`src/rtl/flex_stp_pkg.sv`:
```
// Shared types and parameter helpers for the flex_stp lane deserialiser.
package flex_stp_pkg;

  typedef enum logic {
    MODE_NARROW = 1'b0,
    MODE_WIDE   = 1'b1
  } lane_mode_e;

  function automatic int cnt_width(input int word_bits);
    return $clog2(word_bits + 1);
  endfunction

  function automatic bit params_legal(input int word_bits, input int lanes);
    return (lanes > 0) && ((word_bits % lanes) == 0);
  endfunction

endpackage

```
`src/rtl/flex_stp_bit_counter.sv`:
```
// Bit counter for flex_stp_lane_sr: advances by 1 or LANES per shift, wraps at WORD_BITS.
module flex_stp_bit_counter
  import flex_stp_pkg::*;
#(
  parameter int WORD_BITS = 8,
  parameter int LANES     = 4,
  parameter int CW        = cnt_width(WORD_BITS)
) (
  input  logic          clk,
  input  logic          n_rst,
  input  logic          clear,
  input  logic          shift_enable,
  input  lane_mode_e    mode,
  output logic [CW-1:0] count,
  output logic          complete
);

  localparam logic [CW-1:0] G_WIDE   = CW'(LANES);
  localparam logic [CW-1:0] G_NARROW = CW'(1);
  localparam logic [CW-1:0] WORD_CNT = CW'(WORD_BITS);

  logic [CW-1:0] count_q, count_d, count_next;

  always_comb begin
    count_next = count_q + ((mode == MODE_WIDE) ? G_WIDE : G_NARROW);
    complete   = shift_enable && !clear && (count_next == WORD_CNT);
    count_d    = count_q;
    if (clear)
      count_d = '0;
    else if (shift_enable)
      count_d = complete ? '0 : count_next;
  end

  always_ff @(posedge clk or negedge n_rst) begin
    if (!n_rst) count_q <= '0;
    else        count_q <= count_d;
  end

  assign count = count_q;

endmodule

```
`src/rtl/flex_stp_lane_sr.sv`:
```
// Multi-lane serial-to-parallel deserialiser with word framing and a one-word holding register.
// Define FLEX_STP_OVF_EN to build the sticky overflow flag; otherwise overflow is tied low.
module flex_stp_lane_sr
  import flex_stp_pkg::*;
#(
  parameter int WORD_BITS = 8,
  parameter int LANES     = 4,
  parameter bit SHIFT_MSB = 1'b1
) (
  input  logic                 clk,
  input  logic                 n_rst,
  input  logic                 clear,
  input  logic                 wide_mode,
  input  logic                 shift_enable,
  input  logic [LANES-1:0]     serial_in,
  output logic [WORD_BITS-1:0] word_out,
  output logic                 word_valid,
  input  logic                 word_ready,
  output logic                 busy,
  output logic                 overflow
);

  localparam int CW = cnt_width(WORD_BITS);

  if (!params_legal(WORD_BITS, LANES)) begin : g_bad_params
    $error("flex_stp_lane_sr: WORD_BITS must be a multiple of LANES");
  end

  logic [CW-1:0]        count;
  logic                 complete;
  lane_mode_e           mode_q, mode_d, mode_eff;
  logic [WORD_BITS-1:0] sr_q, sr_d, sr_shift;
  logic [WORD_BITS-1:0] word_q, word_d;
  logic                 valid_q, valid_d;

  flex_stp_bit_counter #(
    .WORD_BITS (WORD_BITS),
    .LANES     (LANES),
    .CW        (CW)
  ) u_cnt (
    .clk          (clk),
    .n_rst        (n_rst),
    .clear        (clear),
    .shift_enable (shift_enable),
    .mode         (mode_eff),
    .count        (count),
    .complete     (complete)
  );

  always_comb begin
    // Mode is sampled only when a word starts; mid-word changes wait for the next word.
    mode_eff = (count == '0) ? (wide_mode ? MODE_WIDE : MODE_NARROW) : mode_q;
    mode_d   = mode_q;
    if (clear)
      mode_d = MODE_NARROW;
    else if (shift_enable && (count == '0))
      mode_d = mode_eff;

    if (mode_eff == MODE_WIDE) begin
      if (SHIFT_MSB) sr_shift = (sr_q << LANES) | WORD_BITS'(serial_in);
      else           sr_shift = (sr_q >> LANES) | (WORD_BITS'(serial_in) << (WORD_BITS - LANES));
    end else begin
      if (SHIFT_MSB) sr_shift = (sr_q << 1) | WORD_BITS'(serial_in[0]);
      else           sr_shift = (sr_q >> 1) | (WORD_BITS'(serial_in[0]) << (WORD_BITS - 1));
    end

    sr_d    = sr_q;
    word_d  = word_q;
    valid_d = valid_q;
    if (clear) begin
      sr_d    = '1;
      valid_d = 1'b0;
    end else begin
      if (shift_enable)
        sr_d = complete ? '1 : sr_shift;
      if (complete) begin
        if (!valid_q || word_ready) begin
          word_d  = sr_shift;
          valid_d = 1'b1;
        end
      end else if (valid_q && word_ready) begin
        valid_d = 1'b0;
      end
    end
  end

  always_ff @(posedge clk or negedge n_rst) begin
    if (!n_rst) begin
      mode_q  <= MODE_NARROW;
      sr_q    <= '1;
      word_q  <= '1;
      valid_q <= 1'b0;
    end else begin
      mode_q  <= mode_d;
      sr_q    <= sr_d;
      word_q  <= word_d;
      valid_q <= valid_d;
    end
  end

`ifdef FLEX_STP_OVF_EN
  logic ovf_q, ovf_d;

  always_comb begin
    ovf_d = clear ? 1'b0 : (ovf_q | (complete && valid_q && !word_ready));
  end

  always_ff @(posedge clk or negedge n_rst) begin
    if (!n_rst) ovf_q <= 1'b0;
    else        ovf_q <= ovf_d;
  end

  assign overflow = ovf_q;
`else
  assign overflow = 1'b0;
`endif

  assign word_out   = word_q;
  assign word_valid = valid_q;
  assign busy       = (count != '0);

endmodule

```
`config.mk`:
```
export PLATFORM = sky130hd
export DESIGN_NAME = flex_stp_lane_sr
export DESIGN_NICKNAME = d
export VERILOG_FILES = /design/src/rtl/flex_stp_pkg.sv /design/src/rtl/flex_stp_bit_counter.sv /design/src/rtl/flex_stp_lane_sr.sv
export SDC_FILE = /design/constraint.sdc
export NUM_CORES = 1
export LEC_CHECK = 0
export CORE_UTILIZATION = 55
export DETAILED_ROUTE_END_ITERATION = 8
export GPL_TIMING_DRIVEN = 0
export PLACE_DENSITY = 0.88
export SKIP_LAST_GASP = 1
export SLEW_MARGIN = 20
export SYNTH_ARGS = -nofsm -noshare
export SYNTH_HDL_FRONTEND = slang
export SYNTH_SLANG_ARGS = --single-unit
```
`constraint.sdc`:
```
create_clock -name clk -period 3.72 [get_ports clk]
set_input_delay 0.93 -clock clk [delete_from_list [all_inputs] [get_ports clk]]
set_output_delay 0.93 -clock clk [all_outputs]
set_load 0.05 [all_outputs]
```
## After elaboration in Yosys (flattened, before gate mapping)

Cells that the tools add are included.

- Output and inout port bits: 11
- Flip-flop bits (word level): 21
- Input bits: 10

- Muxes and demuxes: 16
- Eq/ne operators: 2
- Reductions and logical operators: 14
- Bitwise operators: 3
- Add/sub/neg operators: 1

Operator list:

| kind | number |
|---|---|
| $mux 7 | 3 |
| $mux 4 | 3 |
| $mux 1 | 8 |
| $mux 8 | 1 |
| $or 8x1->8 | 1 |
| $or 8x4->8 | 1 |
| $add 4x4->4 | 1 |
| $eq 4x4->1 const B | 1 |
| $logic_and 1x1->1 | 4 |
| $logic_not 4->1 | 1 |
| $reduce_bool 2->1 | 2 |
| $reduce_bool 4->1 | 1 |
| $mux 3 | 1 |
| $ne 3x2->1 const B | 1 |
| $reduce_and 3->1 | 1 |
| $reduce_bool 3->1 | 1 |
| $logic_not 1->1 | 2 |
| $reduce_and 2->1 | 1 |
| $logic_or 1x1->1 | 1 |
| $not 1->1 | 1 |

## Longest topological paths before layout

- Depth after elaboration: 9
- Depth in mapped cells: 9
- Mapped depth without buffers: 7

## Modules after synthesis

From an unflattened synthesis, not the netlist that was laid out.

- Cell total of the unflattened synthesis: 98
- Area total of the unflattened synthesis: 1024.7 um^2

Modules (own cells, without submodules):

| module | sequential area each (um^2) | area each (um^2) | cells each | instances |
|---|---|---|---|---|
| flex_stp_lane_sr | 444.2 | 767.0 | 72 | 1 |
| flex_stp_bit_counter | 100.1 | 257.7 | 26 | 1 |

## Worst setup path after synthesis

Ideal clock, no wire load.

- Kind: input -> register
- From: input port shift_enable
- To: register word_q[7] (netlist: word_out[7])
- Stages on the path: 6
- Path slack: 1.312 ns
- Buffers on the path: 2
- Arrival time: 2.325 ns
- Setup time: 0.082 ns
- Path through: clkbuf_1 > nor2b_1 > o21ai_0 > nor3b_1 > buf_4 > mux2_2

- Cells in the longest elaborated chain, start to end: 3

RTL lines:

| what | RTL line | source |
|---|---|---|
| start: declaration | flex_stp_lane_sr.sv:14 | `input logic shift_enable,` |
| $logic_and 1x1->1 (2 in series) | flex_stp_bit_counter.sv:26 | `complete = shift_enable && !clear && (count_next == WORD_CNT);` |
| $reduce_and 3->1 (no source line) | -- |  |
| end signal: assignment | flex_stp_lane_sr.sv:96 | `word_q <= word_d;` |
| end: declaration | flex_stp_lane_sr.sv:33 | `logic [WORD_BITS-1:0] word_q, word_d;` |

Every way passes these cells.
A chain may end at the register's enable or synchronous reset.

## Final worst setup path

- From: register u_cnt.count_q[3] (netlist: u_cnt.count[3])
- To: output port busy

- Cells in the longest elaborated chain, start to end: 1

RTL lines:

| what | RTL line | source |
|---|---|---|
| start: declaration | flex_stp_bit_counter.sv:22 | `logic [CW-1:0] count_q, count_d, count_next;` |
| start signal: assignment | flex_stp_bit_counter.sv:36 | `else count_q <= count_d;` |
| $reduce_bool 4->1 | flex_stp_lane_sr.sv:120 | `assign busy = (count != '0);` |
| end: declaration | flex_stp_lane_sr.sv:19 | `output logic busy,` |

Every way passes these cells.

==> reports/results.tsv <==
stage	metric	value	unit
pwr	Leak	0.604	nW
sta	min Tclk post-route	2.95	ns
final_layout	final cell utilization of the core	0.705	
synth	largest family of logic cells by synthesized area	multiplexers	
die	die area	2260	um2
clocking	clock buffer depth	2	
sta	Slew Limit Fails	0	
setup_path	kind of critical path	flip-flop to output pin	
sta	Slew Limit Headroom	0.393	
synth	cell taking the most area after synthesis	dfstp_2	
route	router iterations before antenna repair	6	
synth	most instantiated cells after synthesis	dfstp_2, mux2i_1, inv_1	
clocking	Root Driver	clkbuf_4	
sta	final hold vios	0	
run	Max Cap Viol	0	
setup_path	Max stage delay cell, worst path	clkdlybuf4s50_1	
final_layout	# diodes	0	
global_route	vias in the first global route	818	
final_layout	share of cells above drive strength 1	0.197	
worst_hold_path	worst hold-check path type	flip-flop to flip-flop	
sta	Slew @ Worst Pin	0.907	ns
synth	Post-Synthesis Cells	110	
synth	most frequent cell after synthesis	dfstp_2	
route	Via Count	872	
sta	Period Utilization, post-route	0.793	
sta	Final TNS setup	0	ns
global_route	largest net degree at the start of global routing	22	
synth	Synth async-reset ratio	1.00	
pwr	Worst IR Drop VDD	0.279	mV
sta	fmax	339	MHz
clocking	Clock Sink Count	21	
setup_path	Worst Path Buf+Inv	2	
route	drc violations	1	
setup_path	delay-heaviest family, CP	buffers and inverters	
synth	Compound-Gate Fraction of Synth Area	0.0964	
route	Initial DRC Count	9	
setup_path	Arrival @ worst endpoint	2.02	ns
route	DR WL/cell	13.9	um
synth	flops & latches, synth	21	
die	die width	47.6	um
clocking	TritonCTS buffer count	3	
synth	XOR/XNOR Fraction of Synth Area	0.0307	
synth	Synth top area share	0.345	
final_layout	Finished Cell Area	1380	um2
placement	Placed Area	1360	um2
clocking	number of gates resized after CTS	0	
sta	Clock Skew	0.0103	ns
setup_path	register-to-register setup slack	1.27	ns
clocking	worst skew pair latency	0.30	ns
synth	Post-Synth Simple-Gate Area	0.153	
final_layout	Nets	144	
global_route	antenna violations before repair	0	
die	Starting Density	0.582	
pwr	pwr dens	429	nW/um2
setup_path	Setup crit end kind	output pin	
synth	Syn Nets	121	
synth	Yosys Warn Count	0	
setup_path	CP cell instances	nor4_4 > inv_1 > clkdlybuf4s50_1	
synth	sequential cell area fraction in the yosys report	0.476	
pwr	total power	0.000593	W
setup_path	Worst path max stage delay	0.71	ns
global_route	GR Overflow Total	0	
clocking	H-tree levels	1	
route	routed wire length	2210	um
status	violated checks	design-rule violations	
die	row count	16	
synth	Mapped Area	1140	um2
placement	dpl hpwl	1620	um
die	Die Y	47.6	um
status	outcome	finished, violations left	
setup_path	startpoint type of the worst setup path	flip-flop	
synth	multiplexer area fraction after synthesis	0.164	
synth	largest cells by area after synthesis	dfstp_2, dfrtp_1, mux2i_1	
clocking	Clk pin slew, worst setup/hold paths	0.12	ns
synth	Avg Inst Size Synth	10.4	um2
route	via/cell ratio	5.48	
sta	RSZ-0062 raised after global routing	false	
route	ANT nets after route	0	
setup_path	maximum fanout along the worst path	5	
clocking	postcts setup bufs	0	
die	Core Footprint	1960	um2
synth	Synth Area in Adders	0.0110	
synth	number of flops mapped to enable cells by yosys	0	
placement	PortBufs	18	
setup_path	WP data required	2.79	ns
global_route	first-pass GRT wire length	3620	um
clocking	TritonCTS clock tree	done	
sta	endpoints failing setup	0	
synth	post-synth cell types	33	
global_route	GRT Total Usage	0.231	
die	IO Pins	21	
clocking	cts hold-fix bufs	0	
final_layout	Synth-to-Final Area Change	21.0	%
synth	ys flop type	dfstp_2	
placement	routability-driven placement congestion ratio	0.811	
## cells by family after synthesis
kind of cell    count (synthesis)
buf+inv                        17
fa+ha+maj                       1
xor+xnor                        4
other cells                     1
flops                          21
compound gates                 17
simple gates                   31
mux                            18
## area by class of cell
type | instances | area (um2)
timing repair buffer | 18 | 180
sequential | 21 | 544
multi-input combinational | 72 | 524
clock buffer | 4 | 26.3
buffer | 8 | 40.0
fill | 166 | 579
inverter | 9 | 33.8
tap | 27 | 33.8
## registers in the layout, indices dropped and copies added, names as in the netlist
register / cells
mode_q: 1
sr_q: 7
u_cnt.count: 4
word_out: 8
word_valid: 1
## through the flow
step	cells	setup slack, ns	hold WS [ns]
6_report	159	0.768	0.472
2_1_floorplan	110	1.31	0.524
3_3_place_gp	155	0.804	0.452
4_1_cts	159	0.753	0.475
3_5_place_dp	155	0.795	0.457
5_1_grt	159	0.656	0.491
## routing by layer
layer,vias to the layer above,GRT usage,part of all wire
li1,426,-,-
met1,425,0.285,0.45
met2,17,0.419,0.51
met3,4,0.0340,0.032
met4,0,0.0667,0.011
met5,-,0,0
## cells in the final DEF, fill, tap and decap left out, drive strengths merged, types with 2 or more instances in the layout
cell / n
nor2: 7
a31oi: 6
mux2i: 15
inv: 9
nor2b: 2
dfrtp: 6
dfstp: 15
nand2: 3
nand3: 3
nor3: 8
clkbuf: 8
buf: 4
nand2b: 3
xor2: 3
a21oi: 5
clkdlybuf4s50: 18
mux2: 3
## final timing paths
| kind | start | end | cells after the start |
|---|---|---|---|
| setup reg to reg | u_cnt.count[0] | word_out[7] | 9 |
| min in group asynchronous | n_rst | u_cnt.count[1] | 1 |
| hold / removal | word_out[5] | word_out[5] | 2 |
| hold reg to reg | word_out[5] | word_out[5] | 2 |
| max in group asynchronous | n_rst | u_cnt.count[0] | 1 |
| setup / recovery | u_cnt.count[3] | busy | 3 |
## worst register-to-register path: stages (launching register included)
cell and delay [ns]:
dfrtp_1 0.37, buf_2 0.17, nor2b_1 0.14, ha_1 0.27, or3b_1 0.37, nand3_1 0.09
nand4_1 0.17, nor3b_1 0.24, buf_4 0.22, mux2_2 0.35
## where the power goes
group | internal, W | leakage (nW) | switching [W]
clock network | 0.0000417 | 0.0150 | 0.0000657
registers | 0.000257 | 0.239 | 0.0000153
logic | 0.0000860 | 0.350 | 0.000128
total | 0.000384 | 0.604 | 0.000209
No activity file was read; power rests on OpenSTA's default activity.
